[src/rtl/approx_err_pkg.sv]
// Shared types and helpers for the approximate-adder error monitor.
// Holds the run-state enum, default widths and the saturating-add helper.
package approx_err_pkg;

  typedef enum logic [1:0] {
    IDLE  = 2'd0,
    RUN   = 2'd1,
    DRAIN = 2'd2,
    DONE  = 2'd3
  } state_t;

  localparam int DEF_WIDTH       = 16;
  localparam int DEF_APPROX_BITS = 10;
  localparam int DEF_CNT_W       = 16;
  localparam int DEF_ACC_W       = 40;

  // Widest accumulator sat_add can serve; the squared-error sum at ACC_W=40 fits exactly.
  localparam int SAT_W = 64;

  function automatic logic [SAT_W-1:0] sat_add(input logic [SAT_W-1:0] a,
                                               input logic [SAT_W-1:0] b,
                                               input int               w);
    logic [SAT_W:0] sum;
    logic [SAT_W:0] lim;
    logic [SAT_W:0] one;
    one = {{SAT_W{1'b0}}, 1'b1};
    sum = {1'b0, a} + {1'b0, b};
    lim = (w >= SAT_W) ? {1'b0, {SAT_W{1'b1}}} : ((one << w) - one);
    return (sum > lim) ? lim[SAT_W-1:0] : sum[SAT_W-1:0];
  endfunction

endpackage

[src/rtl/err_abs_diff.sv]
// Stage-1 logic of the error monitor: exact sum of the operands and the
// magnitude of its difference from the approximate adder's output.
module err_abs_diff
  import approx_err_pkg::*;
#(
  parameter int WIDTH = DEF_WIDTH
) (
  input  logic [WIDTH-1:0] in1,
  input  logic [WIDTH-1:0] in2,
  input  logic [WIDTH:0]   approx_sum,
  output logic [WIDTH:0]   exact_sum,
  output logic [WIDTH:0]   abs_diff
);

  logic signed [WIDTH+1:0] diff;
  logic        [WIDTH+1:0] neg_diff;

  // The extra sign bit keeps exact - approx exact for every pair; |diff| fits in WIDTH+1 bits.
  always_comb begin
    exact_sum = {1'b0, in1} + {1'b0, in2};
    diff      = $signed({1'b0, exact_sum}) - $signed({1'b0, approx_sum});
    neg_diff  = -diff;
    abs_diff  = diff[WIDTH+1] ? neg_diff[WIDTH:0] : diff[WIDTH:0];
  end

endmodule

[src/rtl/approx_add_err_monitor.sv]
// Error monitor for approximate ripple-carry adders: accumulates |exact - approx| over a run.
// Define APPROX_ERR_MSE_EN to add the saturating squared-error sum and its sq_sum port.
module approx_add_err_monitor
  import approx_err_pkg::*;
#(
  parameter int WIDTH       = DEF_WIDTH,
  parameter int APPROX_BITS = DEF_APPROX_BITS,
  parameter int CNT_W       = DEF_CNT_W,
  parameter int ACC_W       = DEF_ACC_W
) (
  input  logic             clk,
  input  logic             rst,
  input  logic             start,
  input  logic [CNT_W-1:0] num_samples,
  input  logic             in_valid,
  output logic             in_ready,
  input  logic [WIDTH-1:0] IN1,
  input  logic [WIDTH-1:0] IN2,
  input  logic [WIDTH:0]   approx_sum,
  output logic             busy,
  output logic             done,
  output logic [ACC_W-1:0] err_sum,
  output logic [WIDTH:0]   err_max,
  output logic [CNT_W-1:0] err_cnt
`ifdef APPROX_ERR_MSE_EN
  ,
  output logic [ACC_W+23:0] sq_sum
`endif
);

  // APPROX_BITS only documents which adder variant is being characterised.
  if (APPROX_BITS > WIDTH) begin : g_approx_bits_exceed_width
  end

  state_t           state_q, state_d;
  logic [CNT_W-1:0] num_q;
  logic [CNT_W-1:0] acc_cnt;
  logic             s1_valid;
  logic [WIDTH:0]   s1_diff;
  logic [WIDTH:0]   exact_sum;
  logic [WIDTH:0]   abs_diff;
  logic [SAT_W-1:0] sum_sat;
  logic             take_start;
  logic             fire;

  err_abs_diff #(.WIDTH(WIDTH)) u_abs_diff (
    .in1        (IN1),
    .in2        (IN2),
    .approx_sum (approx_sum),
    .exact_sum  (exact_sum),
    .abs_diff   (abs_diff)
  );

  assign take_start = start && (state_q == IDLE || state_q == DONE);
  assign fire       = in_valid && in_ready;

  always_ff @(posedge clk) begin
    // NOTE: non-blocking assignment so every register samples pre-edge values.
    if (rst) state_q <= IDLE;
    else     state_q <= state_d;
  end

  always_comb begin
    // NOTE: default first so no branch leaves state_d unassigned and infers a latch.
    state_d = state_q;
    unique case (state_q)
      IDLE, DONE: if (start) state_d = (num_samples == '0) ? DONE : RUN;
      RUN:        if (acc_cnt == num_q) state_d = DRAIN;
      DRAIN:      if (!s1_valid) state_d = DONE;
      default:    state_d = IDLE;
    endcase
  end

  always_comb begin
    in_ready = (state_q == RUN) && (acc_cnt < num_q);
    busy     = (state_q == RUN) || (state_q == DRAIN);
    done     = (state_q == DONE);
  end

  always_comb sum_sat = sat_add(SAT_W'(err_sum), SAT_W'(s1_diff), ACC_W);

  always_ff @(posedge clk) begin
    if (rst || take_start) begin
      num_q    <= rst ? '0 : num_samples;
      acc_cnt  <= '0;
      s1_valid <= 1'b0;
      s1_diff  <= '0;
      err_sum  <= '0;
      err_max  <= '0;
      err_cnt  <= '0;
    end else begin
      s1_valid <= fire;
      if (fire) begin
        s1_diff <= abs_diff;
        acc_cnt <= acc_cnt + 1'b1;
      end
      if (s1_valid) begin
        err_sum <= sum_sat[ACC_W-1:0];
        if (s1_diff > err_max) err_max <= s1_diff;
        err_cnt <= err_cnt + {{(CNT_W-1){1'b0}}, (s1_diff != '0)};
      end
    end
  end

`ifdef APPROX_ERR_MSE_EN
  logic [2*WIDTH+1:0] sq_diff;
  logic [SAT_W-1:0]   sq_sat;

  always_comb begin
    sq_diff = s1_diff * s1_diff;
    sq_sat  = sat_add(SAT_W'(sq_sum), SAT_W'(sq_diff), ACC_W + 24);
  end

  always_ff @(posedge clk) begin
    if (rst || take_start) sq_sum <= '0;
    else if (s1_valid)     sq_sum <= sq_sat[ACC_W+23:0];
  end
`endif

endmodule

[config.mk]
export PLATFORM = sky130hd
export DESIGN_NAME = approx_add_err_monitor
export DESIGN_NICKNAME = d
export VERILOG_FILES = /design/src/rtl/approx_err_pkg.sv /design/src/rtl/err_abs_diff.sv /design/src/rtl/approx_add_err_monitor.sv
export SDC_FILE = /design/constraint.sdc
export NUM_CORES = 1
export LEC_CHECK = 0
export CORE_ASPECT_RATIO = 0.5
export CORE_MARGIN = 5
export CORE_UTILIZATION = 55
export DETAILED_ROUTE_END_ITERATION = 8
export PLACE_DENSITY_LB_ADDON = 0.3
export SKIP_CTS_REPAIR_TIMING = 1
export SLEW_MARGIN = 15
export SYNTH_ARGS = -nofsm -noshare
export SYNTH_HDL_FRONTEND = slang
export SYNTH_SLANG_ARGS = --single-unit
[constraint.sdc]
create_clock -name clk -period 4.2 [get_ports clk]
set_clock_uncertainty 0.05 [all_clocks]
set_input_delay 0.84 -clock clk [delete_from_list [all_inputs] [get_ports clk]]
set_output_delay 0.84 -clock clk [all_outputs]
set_load 0.05 [all_outputs]
-- Word level (Yosys, flattened, before mapping)
Index checks and enable logic that the tools add are counted.
- flip-flop bits (word level): 125
- word-level logic and storage cells: 43
- output and inout port bits: 76
- input bits: 69
- add/subtract/negate cells: 6
- muxes and demuxes: 7
- magnitude comparators: 3
- reductions and logical operators: 12
- equal/unequal tests: 7
- operators with widths (cell ; number):
    $add A40 B17 Y41 ; 1
    $gt A41 B40 Y1 const B ; 1
    $mux W40 ; 1
    $sub A17 B17 Y18 ; 1
    $add A16 B16 Y17 ; 1
    $gt A17 B17 Y1 ; 1
    $mux W17 ; 1
    $neg A17 Y17 ; 1
    $reduce_bool A17 Y1 ; 1
    $add A16 B1 Y16 ; 1
    $add A16 B1 Y16 const B ; 1
    $eq A16 B16 Y1 ; 1
    $logic_not A16 Y1 ; 1
    $lt A16 B16 Y1 ; 1
    $mux W2 ; 4
    $ne A2 B2 Y1 const B ; 3
    $pmux W2 S3 ; 1
    $eq A2 B2 Y1 const B ; 2
    $logic_and A1 B1 Y1 ; 3
    $logic_or A1 B1 Y1 ; 3
    $reduce_and A3 Y1 ; 1
    $eq A2 B1 Y1 const B ; 1
    $logic_not A2 Y1 ; 1
    $reduce_and A2 Y1 ; 1
    $reduce_or A2 Y1 ; 1

-- Longest topological paths before layout
- word-level depth: 4
- gate-level depth with buffers: 15

-- Cells and area by module
A second synthesis with hierarchy kept.
- cells, all modules: 1038
- area total of the unflattened synthesis: 8839.7 um^2
- modules (own cells, without submodules) (module ; instances ; area each (um^2) ; cells an instance):
    approx_add_err_monitor ; 1 ; 6827.8 ; 757
    err_abs_diff ; 1 ; 2011.9 ; 281

-- Worst setup path after synthesis
OpenSTA, ideal clock, no wires.
- path kind: input-to-reg
- start point: input port IN1[4]
- end point: register s1_diff[15]
- stages on the path: 14
- arrival: 3.517 ns
- setup slack: 0.500 ns
- setup time: 0.133 ns
- data required time: 4.017 ns
- path through: inv_1 fa_1 inv_1 ha_1 buf_2 o211ai_1 o21a_1 a211oi_2 mux2_1 o211ai_1 nor2_1 a41oi_1 xor2_1 a21oi_1
- word-level cells in the longest chain between the ends: 4
- RTL lines (item ; line ; text):
    start, declared ; approx_add_err_monitor.sv:17 ; input logic [WIDTH-1:0] IN1,
    $add A16 B16 Y17 * ; err_abs_diff.sv:20 ; exact_sum = {1'b0, in1} + {1'b0, in2};
    $sub A17 B17 Y18 * ; err_abs_diff.sv:21 ; diff = $signed({1'b0, exact_sum}) - $signed({1'b0, approx_sum});
    $neg A17 Y17 ; err_abs_diff.sv:22 ; neg_diff = -diff;
    $mux W17 * ; err_abs_diff.sv:23 ; abs_diff = diff[WIDTH+1] ? neg_diff[WIDTH:0] : diff[WIDTH:0];
    end signal, assigned ; approx_add_err_monitor.sv:94 ; s1_diff <= abs_diff;
    end, declared ; approx_add_err_monitor.sv:39 ; logic [WIDTH:0] s1_diff;
Mark *: on every way between the ends. The rest lies on a longest branch, timed or not.
A chain may end at the register's enable or synchronous reset.

-- Worst setup path after layout
- start point: input port IN1[4]
- end point: register s1_diff[14]
The elaborated chain is that of the path after synthesis.

==> metrics.txt <==
critical path, cell by cell clkdlybuf4s50_1 -> inv_1 -> fa_1 -> inv_1 -> ha_1 -> o211ai_1 -> o21a_1 -> a211oi_2 -> mux2_1 -> o211ai_1 -> nor2_1 -> a31oi_1 -> nor3b_1 -> nor3_1; relative slew slack 44.71%; Seq cells post-synth ~130; IO Count between 100 and 150; vias in the first global route 8459; routability cong. approximately 0.9; Critical Path RT 4.45 ns; post-DP HPWL ~17000 um; RSZ-0062 raised after global routing no; worst skew pair latency 0.42 ns; Pre-antenna DRT Iters 5; Data arrival, critical path 4.11 ns; die area 19150 um2; DR WL/cell ~15 um; Leakage Power roughly 4.8 nW; Reg clk slew, reported paths 0.06 ns; status complete, no violations; maximum vdd drop 0.3169 mV; die width 190.8 um; CTS Buffer Depth 2; leading area contributor after synthesis dfxtp_1; Synth warnings 0; period utilization 91.90%; P&R area growth vs syn 28.10%; DRC 0; DP Worst Slack -0.07009 ns; ys async rst share 0%; first-pass GRT wire length between 30000 and 40000 um; Largest stage delay, worst path 0.52 ns; total core area 16190 um2; Slew Limit Fails 0; pwr dens 438.7 nW/um2; cell family with the largest share of critical-path delay compound AO/OA/AOI/OAI gates; number of flops mapped to enable cells by yosys 16; Starting Density 55.53%; Avg Cell Area, Syn 8.040 um2; Max FO, Critical Path 5; # setup viols final 0; critical path class primary input to flop; Slew @ Worst Pin 0.8281 ns; Avg Vias per Cell 5.604; sequential-to-total area share from yosys stat 29.62%; dominant synthesized flop cell dfxtp_1; library cells used by synthesis 68; share of the synthesized area in the top cell type 24.28%; Routed Antenna Nets 0; Rows 33; synthesized netlist net count between 1000 and 1500; max-cap viol count 0; Post-Synthesis Cell Area 8989 um2; global-route total usage across every layer 23.78%; largest net degree at the start of global routing 61; Final Core Density approximately 71%; final hold vios 0; initial antenna violation count 0; min cycle time layout 3.860 ns; nets@finish 1435; grt ovf 0; Root Buffer clkbuf_16; fraction of layout cells with a size suffix above 1 7.226%; Post-Place Cells roughly 1500; dominant cells by area after synthesis dfxtp_1 24%, ha_1 10%, edfxtp_1 5.3%; Die Ht between 100 and 150 um; CTS Buf Count 17; DR vias 8484; slowest stage cell, crit path fa_1; class of the tightest hold or removal check flop to flop; CTS tree built; DR iter-0 viols 485; Ant. Diodes 0; Critical Path Source Type primary input; Crit. End Element flop; H-tree Lvls 4; Synth Instances 1118; drt total wl around 23000 um; CTS sink cnt 125; final std cells w/o fill 1514; Final WS setup between 0.3 and 0.4 ns; CP bufs+invs 3; f_max 0.2591 GHz; Buffers on Ports 144; worst reg2reg setup slack 1.02 ns
-- Yosys cell counts, types with 4 or more instances --
cell      count
clkbuf_1     43
fa_1         17
ha_1         75
nor3_1       22
or3_1        10
nor2_1      108
xnor2_1      28
xor2_1       48
o21ai_1      13
nor3b_1       4
and3_1       18
a21oi_1      68
o21ai_0      33
o211ai_1     25
inv_1       120
a21o_1       19
a211oi_1     13
nor2b_1      32
nor4_1        7
nand2_1      79
and4_1        9
nand2b_1     10
and2_1        8
mux2i_1      17
a31oi_1      21
o21a_1        9
dfxtp_1     109
buf_2         4
nand3_1      53
edfxtp_1     16
nand4_1      20
-- layout make-up --
cell class / count / area (um2)
repair buffers: 185 / 1762
inverters: 123 / 461.7
fillers: 1293 / 4671
well taps: 227 / 284.0
flip-flops and latches: 125 / 2663
clock buffers: 19 / 452.9
clock inverters: 13 / 187.7
multi-input cells: 822 / 5704
-- routing by layer --
| layer | part of all wire [%] | track usage [%] |
|---|---|---|
| met3 | 4.2 | 4.135 |
| met2 | 50 | 43.18 |
| met4 | 1.9 | 7.612 |
| met5 | 0 | 0 |
| met1 | 44 | 28.98 |
-- sequential cells by signal, indices dropped and copies added (netlist names) --
name / flops
err_cnt: 16
s1_valid: 1
state_q: 2
err_max: 17
acc_cnt: 16
s1_diff: 17
err_sum: 40
num_q: 16
-- worst reg2reg max path, stage by stage, from the launching register on --
cell and delay [ns]:
dfxtp_1 0.42, ha_1 0.21, inv_1 0.05, fa_1 0.39, nor2b_1 0.14, o21ai_1 0.10
a21boi_1 0.26, o311a_1 0.26, nor3_1 0.12, nor3_1 0.59, nand4_1 0.19, xor2_1 0.17
a21oi_1 0.08
-- stage by stage --
stage	cell area (um2)	total power [W]	hold WS, ns	TNS (ns)
2_1_floorplan	8989	0.002796	0.4198	0
3_3_place_gp	10870	0.003385	0.4402	0
3_5_place_dp	10870	0.003448	0.4493	-0.2894
4_1_cts	11510	0.005043	0.4651	0
5_1_grt	11510	0.005332	0.4821	0
6_report	11510	0.005052	0.4669	0
-- cell families (layout without fill, tap and decap cells) --
family	Yosys count	in the layout	share of synthesized area [%]
mux	18	18	2.018
fa+ha+maj	92	92	14.23
xor+xnor	76	76	7.405
compound gates	242	242	17.58
simple gates	394	394	21.95
flops	125	125	29.62
buf+inv	171	340	7.196
-- placed cells by master (no fill, tap or decap), types with 40 or more instances in the layout --
cell type / count
nand3_1: 53
nand2_1: 79
clkdlybuf4s50_1: 144
buf_4: 40
dfxtp_1: 109
xor2_1: 48
nor2_1: 108
ha_1: 75
a21oi_1: 67
inv_1: 120
-- report_power, final --
group | leakage (nW) | switching, W | internal (W)
clock | 0.306 | 0.000561 | 0.00103
sequential | 1.05 | 0.000104 | 0.00131
combinational | 3.46 | 0.00124 | 0.000811
total | 4.81 | 0.00190 | 0.00315
-- final timing paths --
path,from,end,cells past startpoint
max,IN1[4],s1_diff[14],14
max reg2reg,s1_diff[0],err_sum[38],12
min reg2reg,acc_cnt[1],acc_cnt[1],2
min,acc_cnt[1],acc_cnt[1],2
(Power assumes the default switching activity.)
